==> config.mk <==
export PLATFORM = sky130hd
export DESIGN_NAME = q_perm_pipe
export DESIGN_NICKNAME = d
export VERILOG_FILES = /design/src/rtl/twofish_pkg.sv /design/src/rtl/q_perm_lane.sv /design/src/rtl/q_perm_pipe.sv
export SDC_FILE = /design/constraint.sdc
export NUM_CORES = 1
export LEC_CHECK = 0
export BUFFER_PORTS_ARGS = -buffer_cell sky130_fd_sc_hd__buf_2
export CORE_UTILIZATION = 35
export DETAILED_ROUTE_END_ITERATION = 8
export SYNTH_ARGS = -nofsm -noshare
export SYNTH_HDL_FRONTEND = slang
export SYNTH_HIERARCHICAL = 1
export SYNTH_SLANG_ARGS = --single-unit
==> constraint.sdc <==
create_clock -name clk -period 3.55 [get_ports clk]
set_input_delay 0 -clock clk [delete_from_list [all_inputs] [get_ports clk]]
set_output_delay 0 -clock clk [all_outputs]
set_load 0.005 [all_outputs]
==> src/rtl/twofish_pkg.sv <==
// Shared Twofish q-permutation constants: nibble tables t0..t3 for q0/q1,
// the lane select encoding and the nibble mixing helpers.
package twofish_pkg;

   typedef enum logic {
      QselQ0 = 1'b0,
      QselQ1 = 1'b1
   } qsel_e;

   localparam logic [3:0] Q0_T0 [16] = '{4'h8, 4'h1, 4'h7, 4'hD, 4'h6, 4'hF, 4'h3, 4'h2,
                                         4'h0, 4'hB, 4'h5, 4'h9, 4'hE, 4'hC, 4'hA, 4'h4};
   localparam logic [3:0] Q0_T1 [16] = '{4'hE, 4'hC, 4'hB, 4'h8, 4'h1, 4'h2, 4'h3, 4'h5,
                                         4'hF, 4'h4, 4'hA, 4'h6, 4'h7, 4'h0, 4'h9, 4'hD};
   localparam logic [3:0] Q0_T2 [16] = '{4'hB, 4'hA, 4'h5, 4'hE, 4'h6, 4'hD, 4'h9, 4'h0,
                                         4'hC, 4'h8, 4'hF, 4'h3, 4'h2, 4'h4, 4'h7, 4'h1};
   localparam logic [3:0] Q0_T3 [16] = '{4'hD, 4'h7, 4'hF, 4'h4, 4'h1, 4'h2, 4'h6, 4'hE,
                                         4'h9, 4'hB, 4'h3, 4'h0, 4'h8, 4'h5, 4'hC, 4'hA};
   localparam logic [3:0] Q1_T0 [16] = '{4'h2, 4'h8, 4'hB, 4'hD, 4'hF, 4'h7, 4'h6, 4'hE,
                                         4'h3, 4'h1, 4'h9, 4'h4, 4'h0, 4'hA, 4'hC, 4'h5};
   localparam logic [3:0] Q1_T1 [16] = '{4'h1, 4'hE, 4'h2, 4'hB, 4'h4, 4'hC, 4'h3, 4'h7,
                                         4'h6, 4'hD, 4'hA, 4'h5, 4'hF, 4'h9, 4'h0, 4'h8};
   localparam logic [3:0] Q1_T2 [16] = '{4'h4, 4'hC, 4'h7, 4'h5, 4'h1, 4'h6, 4'h9, 4'hA,
                                         4'h0, 4'hE, 4'hD, 4'h8, 4'h2, 4'hB, 4'h3, 4'hF};
   localparam logic [3:0] Q1_T3 [16] = '{4'hB, 4'h9, 4'h5, 4'h1, 4'hC, 4'h3, 4'hD, 4'hE,
                                         4'h6, 4'h4, 4'h7, 4'hF, 4'h2, 4'h0, 4'h8, 4'hA};

   function automatic logic [3:0] ror4_1(input logic [3:0] n);
      return {n[0], n[3:1]};
   endfunction

   // b' = a ^ ROR4(b,1) ^ (8*a mod 16)
   function automatic logic [3:0] mix_b(input logic [3:0] a, input logic [3:0] b);
      return a ^ ror4_1(b) ^ {a[0], 3'b000};
   endfunction

endpackage

==> src/rtl/q_perm_lane.sv <==
// One byte lane of the q-permutation, split into two combinational halves so the
// parent can place a register between them.
module q_perm_lane
   import twofish_pkg::*;
(
   input  qsel_e       qsel_a_i,
   input  logic [7:0]  x_i,
   output logic [7:0]  mid_o,
   input  qsel_e       qsel_b_i,
   input  logic [7:0]  mid_i,
   output logic [7:0]  y_o
);

   logic [3:0] a1, b1, a2, b2;
   logic [3:0] a3, b3, a4, b4;

   // half_a: first mix, t0/t1; mid_o packs {a2, b2}
   always_comb begin
      a1 = x_i[7:4] ^ x_i[3:0];
      b1 = mix_b(x_i[7:4], x_i[3:0]);
      if (qsel_a_i == QselQ1) begin
         a2 = Q1_T0[a1];
         b2 = Q1_T1[b1];
      end else begin
         a2 = Q0_T0[a1];
         b2 = Q0_T1[b1];
      end
      mid_o = {a2, b2};
   end

   // half_b: second mix, t2/t3; output byte has the nibbles swapped
   always_comb begin
      a3 = mid_i[7:4] ^ mid_i[3:0];
      b3 = mix_b(mid_i[7:4], mid_i[3:0]);
      if (qsel_b_i == QselQ1) begin
         a4 = Q1_T2[a3];
         b4 = Q1_T3[b3];
      end else begin
         a4 = Q0_T2[a3];
         b4 = Q0_T3[b3];
      end
      y_o = {b4, a4};
   end

endmodule

==> src/rtl/q_perm_pipe.sv <==
// Multi-lane Twofish q0/q1 permutation with a two-stage registered datapath and
// valid/ready handshakes on input and output, plus a completed-beat counter.
module q_perm_pipe
   import twofish_pkg::*;
#(
   parameter int unsigned LANES = 4,
   parameter int unsigned CNT_W = 16
) (
   input  logic                 clk,
   input  logic                 rst_n,
   input  logic                 in_valid,
   output logic                 in_ready,
   input  logic [8*LANES-1:0]   in_data,
   input  logic [LANES-1:0]     in_qsel,
   output logic                 out_valid,
   input  logic                 out_ready,
   output logic [8*LANES-1:0]   out_data,
   output logic [CNT_W-1:0]     beat_cnt
);

   localparam int unsigned DW = 8 * LANES;

   logic              adv1, adv2, fire;
   logic              s1_valid_q, s1_valid_d;
   logic [DW-1:0]     s1_data_q, s1_data_d;
   logic [LANES-1:0]  s1_qsel_q, s1_qsel_d;
   logic              out_valid_q, out_valid_d;
   logic [DW-1:0]     out_data_q, out_data_d;
   logic [CNT_W-1:0]  cnt_q, cnt_d;
   logic [DW-1:0]     mid_w, y_w;

   for (genvar i = 0; i < LANES; i++) begin : g_lane
      q_perm_lane u_lane (
         .qsel_a_i (qsel_e'(in_qsel[i])),
         .x_i      (in_data[8*i +: 8]),
         .mid_o    (mid_w[8*i +: 8]),
         .qsel_b_i (qsel_e'(s1_qsel_q[i])),
         .mid_i    (s1_data_q[8*i +: 8]),
         .y_o      (y_w[8*i +: 8])
      );
   end

   // Each stage moves when its downstream slot is empty or being drained.
   always_comb begin
      adv2 = ~out_valid_q | out_ready;
      adv1 = ~s1_valid_q | adv2;
      fire = out_valid_q & out_ready;
   end

   always_comb begin
      s1_valid_d  = s1_valid_q;
      s1_data_d   = s1_data_q;
      s1_qsel_d   = s1_qsel_q;
      out_valid_d = out_valid_q;
      out_data_d  = out_data_q;
      cnt_d       = cnt_q;
      if (adv1) begin
         s1_valid_d = in_valid;
         if (in_valid) begin
            s1_data_d = mid_w;
            s1_qsel_d = in_qsel;
         end
      end
      if (adv2) begin
         out_valid_d = s1_valid_q;
         if (s1_valid_q) begin
            out_data_d = y_w;
         end
      end
      if (fire) begin
         cnt_d = cnt_q + CNT_W'(1);
      end
   end

   always_ff @(posedge clk) begin
      if (!rst_n) begin
         s1_valid_q  <= 1'b0;
         s1_data_q   <= '0;
         s1_qsel_q   <= '0;
         out_valid_q <= 1'b0;
         out_data_q  <= '0;
         cnt_q       <= '0;
      end else begin
         s1_valid_q  <= s1_valid_d;
         s1_data_q   <= s1_data_d;
         s1_qsel_q   <= s1_qsel_d;
         out_valid_q <= out_valid_d;
         out_data_q  <= out_data_d;
         cnt_q       <= cnt_d;
      end
   end

   assign in_ready  = adv1;
   assign out_valid = out_valid_q;
   assign out_data  = out_data_q;
   assign beat_cnt  = cnt_q;

endmodule

# Word-level counts from Yosys, hierarchy flattened
# Memories as Yosys holds them, arrays and structs flattened.
# Cells that the tools add are included.
[totals]
regBits = 86
mem_bits_ro = 2048
output_inout_bits = 50
mem_count = 32
[classes]
addsub = 1
order_cmp = 16
n_mux = 80
bitwise_logic = 45
reduce_logical = 2
[memory_table]
columns = ["memory", "words", "width", "read_ports", "rd_clocked_by_memory_dff", "write_ports", "line", "rtl"]
rows = [
  ["(no name shown)", 16, 4, 1, 0, 0, "q_perm_lane.sv:22", "a2 = Q1_T0[a1];"],
  ["(no name shown)", 16, 4, 1, 0, 0, "q_perm_lane.sv:23", "b2 = Q1_T1[b1];"],
  ["(no name shown)", 16, 4, 1, 0, 0, "q_perm_lane.sv:25", "a2 = Q0_T0[a1];"],
  ["(no name shown)", 16, 4, 1, 0, 0, "q_perm_lane.sv:26", "b2 = Q0_T1[b1];"],
  ["(no name shown)", 16, 4, 1, 0, 0, "q_perm_lane.sv:36", "a4 = Q1_T2[a3];"],
  ["(no name shown)", 16, 4, 1, 0, 0, "q_perm_lane.sv:37", "b4 = Q1_T3[b3];"],
  ["26 more memories", "-", "-", "-", "-", "-", "-", ""],
]
[ops]
columns = ["cell", "count"]
rows = [
  ["$mux 4", 80],
  ["$xor 4x4->4", 24],
  ["$ge 5x5->1 const B", 16],
  ["$not 4->5", 16],
  ["$add 16x1->16 const B", 1],
  ["$reduce_and 2->1", 2],
  ["$not 1->1", 2],
  ["$or 1x1->1", 2],
  ["$and 1x1->1", 1],
]

# Depth between registers and ports, before layout
# Gate-level depths: netlist (run 1).
[depth]
depth_word = 7
ltp_mapped = 11

# Cells and area by module
# The synthesis (run 1) kept the hierarchy.
[by_module_without_submodules]
columns = ["module", "n_inst", "cells_per_inst", "area_each_um2", "seq_area_each_um2"]
rows = [
  ["q_perm_pipe", 1, 388, 3114.2, 1721.7],
  ["q_perm_lane (g_lane[0].u_lane ...)", 2, 212, 1501.4, 0.0],
  ["q_perm_lane (g_lane[2].u_lane)", 1, 215, 1480.2, 0.0],
  ["q_perm_lane (g_lane[3].u_lane)", 1, 182, 1453.9, 0.0],
]

# Worst setup path before layout (run 1)
# No wires, ideal clock.
[synth_timing]
path_kind = "input-to-reg"
from = "input port in_data[17]"
to = "register s1_data_q[19]"
arrival_time_ns = 2.046
t_required_ns = 3.418
path_slack_ns = 1.371
cell_stages = 11
path_cell_list = "buf_2 > xnor2_1 > inv_1 > ha_1 > clkbuf_1 > nor2_1 > o32ai_1 > nor2_1 > a311o_1 > nand2_1 > a21oi_1"
[synth_via]
elab_chain_cells = 7
[synth_rtl]
columns = ["element", "line", "rtl"]
rows = [
  ["start, declared", "q_perm_pipe.sv:13", "input logic [8*LANES-1:0] in_data,"],
  ["$xor 4x4->4 (*) (2 in series)", "twofish_pkg.sv:33", "return a ^ ror4_1(b) ^ {a[0], 3'b000};"],
  ["$not 4->5 (not written as such) (*)", "q_perm_lane.sv:23, q_perm_lane.sv:26", ""],
  ["$mem_v2 16x4 (on tied branches)", "-", ""],
  ["$mux 4 (on tied branches) (2 in series)", "q_perm_lane.sv:26, q_perm_lane.sv:23", ""],
  ["$mux 4 (*)", "q_perm_lane.sv:21", "if (qsel_a_i == QselQ1) begin"],
  ["via mid_w[19]", "q_perm_pipe.sv:30", "logic [DW-1:0] mid_w, y_w;"],
  ["end signal, assigned", "q_perm_pipe.sv:85", "s1_data_q <= s1_data_d;"],
  ["end, declared", "q_perm_pipe.sv:25", "logic [DW-1:0] s1_data_q, s1_data_d;"],
]
# The timed path passes the listed nets; every way through them passes the cells marked *. The select of a mux whose other input is x is not followed.
# A chain may end at the register's enable or synchronous reset.

# Worst setup path in the final report (run 1)
[layout_timing]
from = "register s1_data_q[12]"
to = "register out_data_q[12] (netlist: out_data[12])"
[layout_via]
elab_chain_cells = 7
[layout_rtl]
columns = ["element", "line", "rtl"]
rows = [
  ["$xor 4x4->4", "twofish_pkg.sv:33", ""],
  ["$xor 4x4->4 (*)", "twofish_pkg.sv:33", ""],
  ["$not 4->5 (not written as such) (*)", "q_perm_lane.sv:37, q_perm_lane.sv:40", ""],
  ["$mem_v2 16x4 (on tied branches)", "-", ""],
  ["$mux 4 (on tied branches) (2 in series)", "q_perm_lane.sv:40, q_perm_lane.sv:37", ""],
  ["$mux 4 (*)", "q_perm_lane.sv:35", "if (qsel_b_i == QselQ1) begin"],
  ["via y_w[12]", "q_perm_pipe.sv:30", ""],
  ["end signal, assigned", "q_perm_pipe.sv:88", "out_data_q <= out_data_d;"],
  ["end, declared", "q_perm_pipe.sv:28", "logic [DW-1:0] out_data_q, out_data_d;"],
]
# Marks and branches as above.

==> flow_metrics.py, run 1 <==
metrics = {
    "drt": {
        "drtAntennaViolNets": 0,
        "drc": 0,
        "first_iter_violations": 590,
        "num_vias": 8401,
        "wl_per_cell_um": 13.6,
        "dr.pass1.iters": 6,
        "routed_via_density": 5.28,
        "wl_um": 21600,
    },
    "sta": {
        "tns_ns": 0,
        "hold_violations": 0,
        "fin_crit_sh": 0.701,
        "worst_pin_slew_ns": 1.00,
        "grt_setup_unrepaired": "no",
        "fin_skew_ns": 0.00959,
        "slew_viol_final": 0,
        "slew_headroom": 0.326,
        "setup-violations-final": 0,
        "min_period_ns": 2.49,
        "setup_ws_ns": 1.06,
        "fmax_ghz": 0.402,
    },
    "worst_setup_path": {
        "startpoint": "s1_data_q[12]$_SDFFE_PN0P_",
        "crit_path_end_kind": "register",
        "cp_common_cell": "inv_1",
        "cpMaxStageDelayCell": "xor2_1",
        "crit_type": "reg -> reg",
        "critPathLaunchType": "register",
        "regToRegStartpoint": "s1_data_q[12]$_SDFFE_PN0P_",
        "worstPathArrival_ns": 2.71,
        "crit_path_max_fanout": 7,
        "worstPathCellList": "xor2_1 -> inv_1 -> ha_1 -> inv_1 -> nor2_1 -> a311oi_1 -> a2111oi_0 -> a211o_1 -> nand2_1 -> a21oi_1",
        "crit_required_ns": 3.77,
        "max_stage_delay_ns": 0.52,
    },
    "clock_tree": {
        "cts_resized": 0,
        "cts_made_buffers": 9,
        "hold_buffers": 3,
        "cts_sinks": 86,
        "clkTransAtPathRegs_ns": 0.07,
        "cts_tree": "yes",
        "cts_setup_buffers": 0,
        "clk_path_buf_depth": 2,
        "cts_root_buf": "clkbuf_16",
        "worst_skew_pair.late_latency_ns": 0.35,
        "cts_max_level": 3,
    },
    "synthesis": {
        "synth_seq_cells": 86,
        "async_reset_ff_frac": 0,
        "syn_avg_cell_area_um2": 7.49,
        "synth_area_leaders": "dfxtp_1, ha_1, nand2_1",
        "synth.cell_area_mm2": 0.00905,
        "ys.flop_type": "dfxtp_1",
        "syn-num-nets": 1334,
        "yosysMostFrequentCell": "nand2_1",
        "synth-edff-count": 0,
        "synth_cell_types": 76,
        "synth_common_cells": "nand2_1, a21oi_1, nor2_1",
        "synth_cells": 1209,
        "synth_area_leader_cell": "dfxtp_1",
        "synth-seq-area-share": 0.190,
        "yosysWarnings": 6,
        "synth_top_area_frac": 0.190,
    },
    "power_and_ir_drop": {
        "p_leak_nw": 4.22,
        "powerDensity_mw_per_mm2": 408,
        "ir_drop_mv": 0.272,
    },
    "grt": {
        "grt.total_usage": 0.164,
        "globalRoute.totalOverflow": 0,
        "grt_max_degree": 40,
        "grt_pass1_wl_um": 36500,
        "antenna_found_initial": 0,
        "grt_pass1_vias": 7463,
    },
    "job": {
        "maxCapViolCount": 0,
    },
    "finish": {
        "antenna_cells": 0,
        "syn_to_final_growth_pct": 10.4,
        "layout-drive-gt1-share": 0.131,
        "nets": 1380,
        "filler_cell_count": 2646,
        "fin_util": 0.396,
    },
    "status": {
        "outcome": "finished, final reports clean",
    },
    "die": {
        "rows": 58,
        "dieHeight_um": 163,
        "die-area_mm2": 0.0265,
        "dieWidth_um": 163,
        "core_mm2": 0.0253,
        "start_util": 0.358,
        "pin_count": 90,
    },
    "placement": {
        "hpwl_um": 15400,
        "gp_congestion": 0.838,
        "dp_slack_ns": 1.13,
        "port-buffer-count": 89,
    },
    "min_path": {
        "hold_path_class": "in -> reg",
        "worstHoldStart": "in_qsel[3]",
    },
}
flip-flops by register name, indices dropped and copies added, names as in the netlist:
register    cells
s1_qsel_q       4
out_data       32
beat_cnt       16
s1_valid_q      1
s1_data_q      32
out_valid       1
critical path, delay by kind of cell, from the launching register on:
| kind | cells | cell delay (ns) |
|---|---|---|
| compound gates | 4 | 0.75 |
| flops | 1 | 0.49 |
| simple gates | 2 | 0.11 |
| buf+inv | 2 | 0.24 |
| fa+ha+maj | 1 | 0.26 |
| xor+xnor | 1 | 0.52 |
layout by cell type, fill, tap and decap left out, drive strengths merged, types with 4 or more instances in the layout:
cell type	instances
a2111oi	9
a211o	5
a211oi	15
a21boi	4
a21oi	144
a311oi	13
a31oi	12
buf	104
clkbuf	9
dfxtp	86
ha	85
inv	51
mux2	4
mux2i	14
mux4	16
nand2	242
nand3	18
nor2	90
nor3	24
o211a	5
o211ai	20
o21ai	86
o221ai	12
o31ai	8
or2	4
or3	6
xnor2	44
xnor3	6
xor2	58
cell families after synthesis:
group | count (synthesis) | share of synthesized area
buffers and inverters | 119 | 0.0594
adders and majority gates | 87 | 0.120
and+or+nand+nor | 407 | 0.186
xor gates and xnor gates | 110 | 0.132
muxes | 34 | 0.0619
DFF | 86 | 0.190
AOI/OAI and AO/OA | 366 | 0.251
stage by stage:
step | cell area [um^2] | total power [W] | std cells | hold WS, ns
2_1_floorplan | 9050 | 0.00270 | 1209 | 0.126
3_3_place_gp | 9660 | 0.00310 | 1571 | 0.276
3_5_place_dp | 9660 | 0.00311 | 1571 | 0.285
4_1_cts | 9990 | 0.00412 | 1590 | 0.0304
5_1_grt | 9990 | 0.00444 | 1590 | 0.0661
6_report | 9990 | 0.00408 | 1590 | 0.0530
power by group:
group          leakage, nW  total [W]  switching, W  internal, W
sequential           0.704    0.00115      0.000102      0.00105
combinational         3.37    0.00196       0.00113     0.000823
clock                0.147   0.000968      0.000469     0.000499
worst paths after layout:
check	cells after the start	to	slack, ns
setup reg to reg	10	out_data[12]$_SDFFE_PN0P_	1.06
hold / removal	3	s1_qsel_q[3]$_SDFFE_PN0P_	0.05
setup / recovery	10	out_data[12]$_SDFFE_PN0P_	1.06
hold reg to reg	2	out_data[0]$_SDFFE_PN0P_	0.45
area by class of cell:
class / instances / area, um^2 / share of cell area
Clock buffer: 9 / 225 / 0.0225
Timing Repair Buffer: 107 / 588 / 0.0589
Inverter: 47 / 176 / 0.0177
Multi-Input combinational cell: 1004 / 6790 / 0.680
Clock inverter: 7 / 73.8 / 0.00739
Sequential cell: 86 / 1720 / 0.172
Tap cell: 330 / 413 / 0.0413
per-layer routing:
metal	part of all wire	wire, um	vias up	track usage
met3	0.033	722	18	0.0173
met4	0.013	274	0	0.0446
met2	0.44	9570	152	0.256
met5	0	0	-	0
li1	-	-	4382	-
met1	0.51	11000	3849	0.238
Power figures use the tool's default switching activity.
==> run 2, diff against run 1 <==
Clock period 3.55 ns to 2.5 ns, I/O delays scaled along.
==> flow_metrics.py, run 2 (synthesis gave the netlist of run 1 again) <==
metrics = {
    "min_path": {
        "worstHoldStart": "in_qsel[3]",
        "min_to": "s1_qsel_q[3]$_SDFFE_PN0P_",
        "min_path_cells": 3,
        "hold_path_class": "in -> reg",
    },
    "worst_setup_path": {
        "worstPathCellList": "xnor2_1 -> inv_1 -> ha_1 -> mux4_2 -> nor2_1 -> a31oi_1 -> nand2_1 -> a21oi_1",
        "crit_path_end_kind": "register",
        "critPathLaunchType": "register",
        "crit_family": "XOR/XNOR gates",
        "max_stage_delay_ns": 0.58,
        "rrSetupSlack_ns": 0.23,
        "cpMaxStageDelayCell": "xnor2_1",
        "reg2reg_depth": 8,
        "r2r_end": "out_data[31]$_SDFFE_PN0P_",
        "crit_required_ns": 2.73,
        "crit_path_max_fanout": 8,
        "worstPathArrival_ns": 2.50,
        "regToRegStartpoint": "s1_data_q[26]$_SDFFE_PN0P_",
        "cp_num_buf_inv": 1,
        "crit_type": "reg -> reg",
    },
    "finish": {
        "seq_area_mm2": 0.00172,
        "syn_to_final_growth_pct": 12.9,
        "layout-drive-gt1-share": 0.151,
        "filler_cell_count": 2648,
        "final_cell_mix": "nand2_1, a21oi_1, nor2_1, buf_2, dfxtp_1",
        "antenna_cells": 0,
        "multiInputGateArea_mm2": 0.00681,
        "mostFrequentLayoutCell": "nand2_1",
        "nets": 1408,
    },
    "status": {
        "outcome": "finished, final reports clean",
    },
    "die": {
        "start_util": 0.358,
        "dieHeight_um": 163,
        "pin_count": 90,
        "dieWidth_um": 163,
        "core_mm2": 0.0253,
        "die-area_mm2": 0.0265,
        "rows": 58,
    },
    "sta": {
        "fin_crit_sh": 0.906,
        "hold_violations": 0,
        "fin_skew_ns": 0.00797,
        "min_period_ns": 2.27,
        "hold-worst-slack_ns": 0.0357,
        "setup-violations-final": 0,
        "grt_setup_unrepaired": "no",
        "slew_viol_final": 0,
        "fmax_ghz": 0.441,
        "tns_ns": 0,
        "worst_pin_slew_ns": 1.07,
        "slew_headroom": 0.284,
    },
    "drt": {
        "drtAntennaViolNets": 0,
        "first_iter_violations": 497,
        "dr.pass1.iters": 5,
        "routed_via_density": 5.23,
        "drc": 0,
        "wl_per_cell_um": 13.3,
        "num_vias": 8461,
        "wl_um": 21500,
    },
    "clock_tree": {
        "cts_tree": "yes",
        "clk_path_buf_depth": 2,
        "cts_sinks": 86,
        "cts_max_level": 3,
        "clkTransAtPathRegs_ns": 0.08,
        "cts_setup_buffers": 0,
        "cts_root_buf": "clkbuf_16",
        "cts_made_buffers": 9,
        "worst_skew_pair.late_latency_ns": 0.36,
    },
    "grt": {
        "globalRoute.totalOverflow": 0,
        "antenna_found_initial": 0,
        "grt_pass1_vias": 7735,
        "grt_max_degree": 86,
        "grt.total_usage": 0.166,
        "grt_pass1_wl_um": 36900,
    },
    "placement": {
        "gp_congestion": 0.818,
        "port-buffer-count": 89,
        "hpwl_um": 15500,
    },
    "job": {
        "maxCapViolCount": 0,
    },
    "power_and_ir_drop": {
        "p_leak_nw": 4.37,
        "ir_drop_mv": 0.353,
        "powerDensity_mw_per_mm2": 574,
    },
}
==> run 2: cell count changes in the layout (fill, tap and decap cells not counted), sizes merged <==
cell / change
buf: +28
inv: +2
clkinv: -2
==> run 2: worst reg2reg max path, stage by stage, from the launching register on <==
cell     delay [ns]
dfxtp_1        0.34
xnor2_1        0.59
inv_1          0.20
ha_1           0.26
mux4_2         0.46
nor2_1         0.10
a31oi_1        0.05
nand2_1        0.09
a21oi_1        0.06
==> run 2: worst max-delay path by stage <==
stage | startpoint | slack, ns | to | depth (start not counted)
finish | s1_data_q[26]$_SDFFE_PN0P_ | 0.23 | out_data[31]$_SDFFE_PN0P_ | 8
global route | s1_data_q[9]$_SDFFE_PN0P_ | 0.01 | out_data[12]$_SDFFE_PN0P_ | 10
CTS | s1_data_q[31]$_SDFFE_PN0P_ | 0.20 | out_data[27]$_SDFFE_PN0P_ | 5
detailed placement | s1_data_q[31]$_SDFFE_PN0P_ | 0.22 | out_data[27]$_SDFFE_PN0P_ | 5
global placement | s1_data_q[31]$_SDFFE_PN0P_ | 0.25 | out_data[27]$_SDFFE_PN0P_ | 5
floorplan | in_data[17] | 0.32 | s1_data_q[19]$_SDFFE_PN0P_ | 11
==> run 2: final cells by class <==
cell class | instances | area share
clock inverters | 7 | 0.00649
flip-flops and latches | 86 | 0.168
repair buffers | 135 | 0.0793
inverters | 47 | 0.0173
multi-input cells | 1004 | 0.666
well taps | 330 | 0.0404
clock buffers | 9 | 0.0220
==> run 2: metrics by stage <==
stage / util / instance area [um^2] / setup WS (ns) / std cells / total power, W
finish: 0.405 / 10200 / 0.234 / 1618 / 0.00586
global route: 0.405 / 10200 / 0.0112 / 1618 / 0.00640
CTS: 0.404 / 10200 / 0.198 / 1618 / 0.00593
detailed placement: 0.391 / 9890 / 0.216 / 1599 / 0.00452
global placement: 0.391 / 9890 / 0.250 / 1599 / 0.00449
floorplan: - / 9050 / 0.321 / 1209 / 0.00384
==> run 2: repair_timing <==
action                     in CTS  in global routing
hold endpoints to repair        3                  0
gates resized for setup         0                  2
setup endpoints to repair       0                  1
hold buffers                    3                  0
==> run 2: per-layer routing <==
layer  vias to the layer above  global-route usage  wire length (um)
met2                       124               0.272              9760
met4                         0              0.0442               201
met1                      3898               0.230             11000
met5                         -                   0                 0
li1                       4427                   -                 -
met3                        12              0.0186               541
==> run 2: power by group <==
part | leakage, nW | total, W | switching (W) | internal, W
logic | 3.52 | 0.00287 | 0.00162 | 0.00125
clock network | 0.145 | 0.00136 | 0.000655 | 0.000705
registers | 0.704 | 0.00163 | 0.000143 | 0.00149
total | 4.37 | 0.00586 | 0.00242 | 0.00345
==> run 3, diff against run 2 <==
Settings changed: BUFFER_PORTS_ARGS -buffer_cell sky130_fd_sc_hd__buf_2 to not set, DONT_BUFFER_PORTS set to 1, MAX_ROUTING_LAYER set to met4.
==> flow_metrics.py, run 3 (synthesis gave the netlist of run 1 again) <==
metrics = {
    "grt": {
        "grt_max_degree": 86,
        "grt_pass1_vias": 7455,
        "antenna_found_initial": 0,
        "grt.total_usage": 0.170,
        "grt_pass1_wl_um": 36400,
        "globalRoute.totalOverflow": 0,
    },
    "power_and_ir_drop": {
        "finalPower_w": 0.00574,
        "p_leak_nw": 3.92,
        "ir_drop_mv": 0.321,
        "powerDensity_mw_per_mm2": 587,
    },
    "die": {
        "rows": 58,
        "dieWidth_um": 163,
        "pin_count": 90,
        "dieHeight_um": 163,
        "die-area_mm2": 0.0265,
        "core_mm2": 0.0253,
        "start_util": 0.358,
    },
    "clock_tree": {
        "cts_setup_buffers": 0,
        "worst_skew_pair.late_latency_ns": 0.35,
        "clkTransAtPathRegs_ns": 0.07,
        "cts_root_buf": "clkbuf_16",
        "clk_path_buf_depth": 2,
        "cts_max_level": 3,
        "cts_sinks": 86,
        "cts_made_buffers": 9,
        "cts_tree": "yes",
    },
    "drt": {
        "first_iter_violations": 622,
        "routed_via_density": 5.38,
        "wl_per_cell_um": 14.1,
        "drtAntennaViolNets": 0,
        "wl_um": 21600,
        "drc": 0,
        "num_vias": 8215,
        "dr.pass1.iters": 5,
    },
    "finish": {
        "mostFrequentLayoutCell": "nand2_1",
        "nets": 1316,
        "filler_cell_count": 2684,
        "antenna_cells": 0,
        "syn_to_final_growth_pct": 7.87,
        "layout-drive-gt1-share": 0.0819,
        "final_cell_mix": "nand2_1, a21oi_1, nor2_1, dfxtp_1",
    },
    "worst_setup_path": {
        "crit_path_end_kind": "register",
        "reg2reg_depth": 6,
        "crit_type": "reg -> reg",
        "worstPathArrival_ns": 2.58,
        "crit_required_ns": 2.79,
        "crit_path_max_fanout": 12,
        "critPathLaunchType": "register",
    },
    "sta": {
        "hold_violations": 0,
        "fin_crit_sh": 0.915,
        "min_period_ns": 2.29,
        "setup-violations-final": 0,
        "fmax_ghz": 0.437,
        "worst_pin_slew_ns": 1.12,
        "fin_skew_ns": 0.00982,
        "slew_viol_final": 0,
        "grt_setup_unrepaired": "no",
        "tns_ns": 0,
        "slew_headroom": 0.250,
    },
    "job": {
        "maxCapViolCount": 0,
    },
    "min_path": {
        "hold_path_class": "in -> reg",
        "min_path_cells": 5,
    },
    "placement": {
        "hpwl_um": 15100,
        "gp_congestion": 0.857,
        "port-buffer-count": 0,
    },
    "status": {
        "outcome": "finished, final reports clean",
    },
}
run 3: per-stage QoR:
| stage | std cells | setup slack [ns] | instance area, um^2 | utilization | hold slack [ns] |
|---|---|---|---|---|---|
| after global placement | 1503 | 0.236 | 9390 | 0.372 | 0.143 |
| after global routing | 1526 | 0.0175 | 9760 | 0.387 | 0.0341 |
| after CTS | 1526 | 0.147 | 9760 | 0.386 | 0.00107 |
| final | 1526 | 0.212 | 9760 | 0.387 | 0.0150 |
| after floorplan | 1209 | 0.321 | 9050 | - | 0.126 |
| after detailed placement | 1503 | 0.160 | 9390 | 0.372 | 0.148 |
run 3: area by class of cell:
| class | count | area (um^2) | area share |
|---|---|---|---|
| Multi-Input combinational cell | 1004 | 6800 | 0.697 |
| Sequential cell | 86 | 1720 | 0.176 |
| Tap cell | 330 | 413 | 0.0423 |
| Timing Repair Buffer | 43 | 353 | 0.0361 |
| Clock buffer | 9 | 225 | 0.0231 |
| Inverter | 47 | 176 | 0.0181 |
| Clock inverter | 7 | 72.6 | 0.00743 |
run 3: path summary, 6_finish.rpt:
path,startpoint,slack [ns],endpoint
worst min-delay path,in_qsel[0],0.01,s1_data_q[2]$_SDFFE_PN0P_
worst max-delay path,s1_data_q[31]$_SDFFE_PN0P_,0.21,out_data[27]$_SDFFE_PN0P_
worst min register to register,out_data[19]$_SDFFE_PN0P_,0.47,out_data[19]$_SDFFE_PN0P_
worst max register to register,s1_data_q[31]$_SDFFE_PN0P_,0.21,out_data[27]$_SDFFE_PN0P_
run 3: worst max-delay path, stage by stage (launching register included):
cell and delay, ns:
dfxtp_1 0.37, xnor2_1 0.88, mux2_2 0.43, o221ai_1 0.16, a21boi_0 0.19, nand2_1 0.07
a21oi_1 0.12
run 3: routing by layer:
| metal | part of all wire | track usage | up-vias |
|---|---|---|---|
| met5 | 0 | - | - |
| met4 | 0.011 | 0.0425 | 0 |
| met3 | 0.046 | 0.0331 | 17 |
| met2 | 0.44 | 0.258 | 146 |
| met1 | 0.50 | 0.228 | 3802 |
| li1 | - | - | 4250 |
run 3: what timing repair did:
item | 4_1_cts | 5_1_grt
endpoints found under the hold margin | 36 | 0
resized for setup | 0 | 1
hold buffers | 7 | 0
endpoints found under the setup margin | 0 | 2
run 3: where the power goes:
part / switching (W) / internal [W] / leakage, nW
sequential: 0.000161 / 0.00149 / 0.704
combinational: 0.00154 / 0.00118 / 3.07
clock: 0.000661 / 0.000706 / 0.143
total: 0.00236 / 0.00337 / 3.92
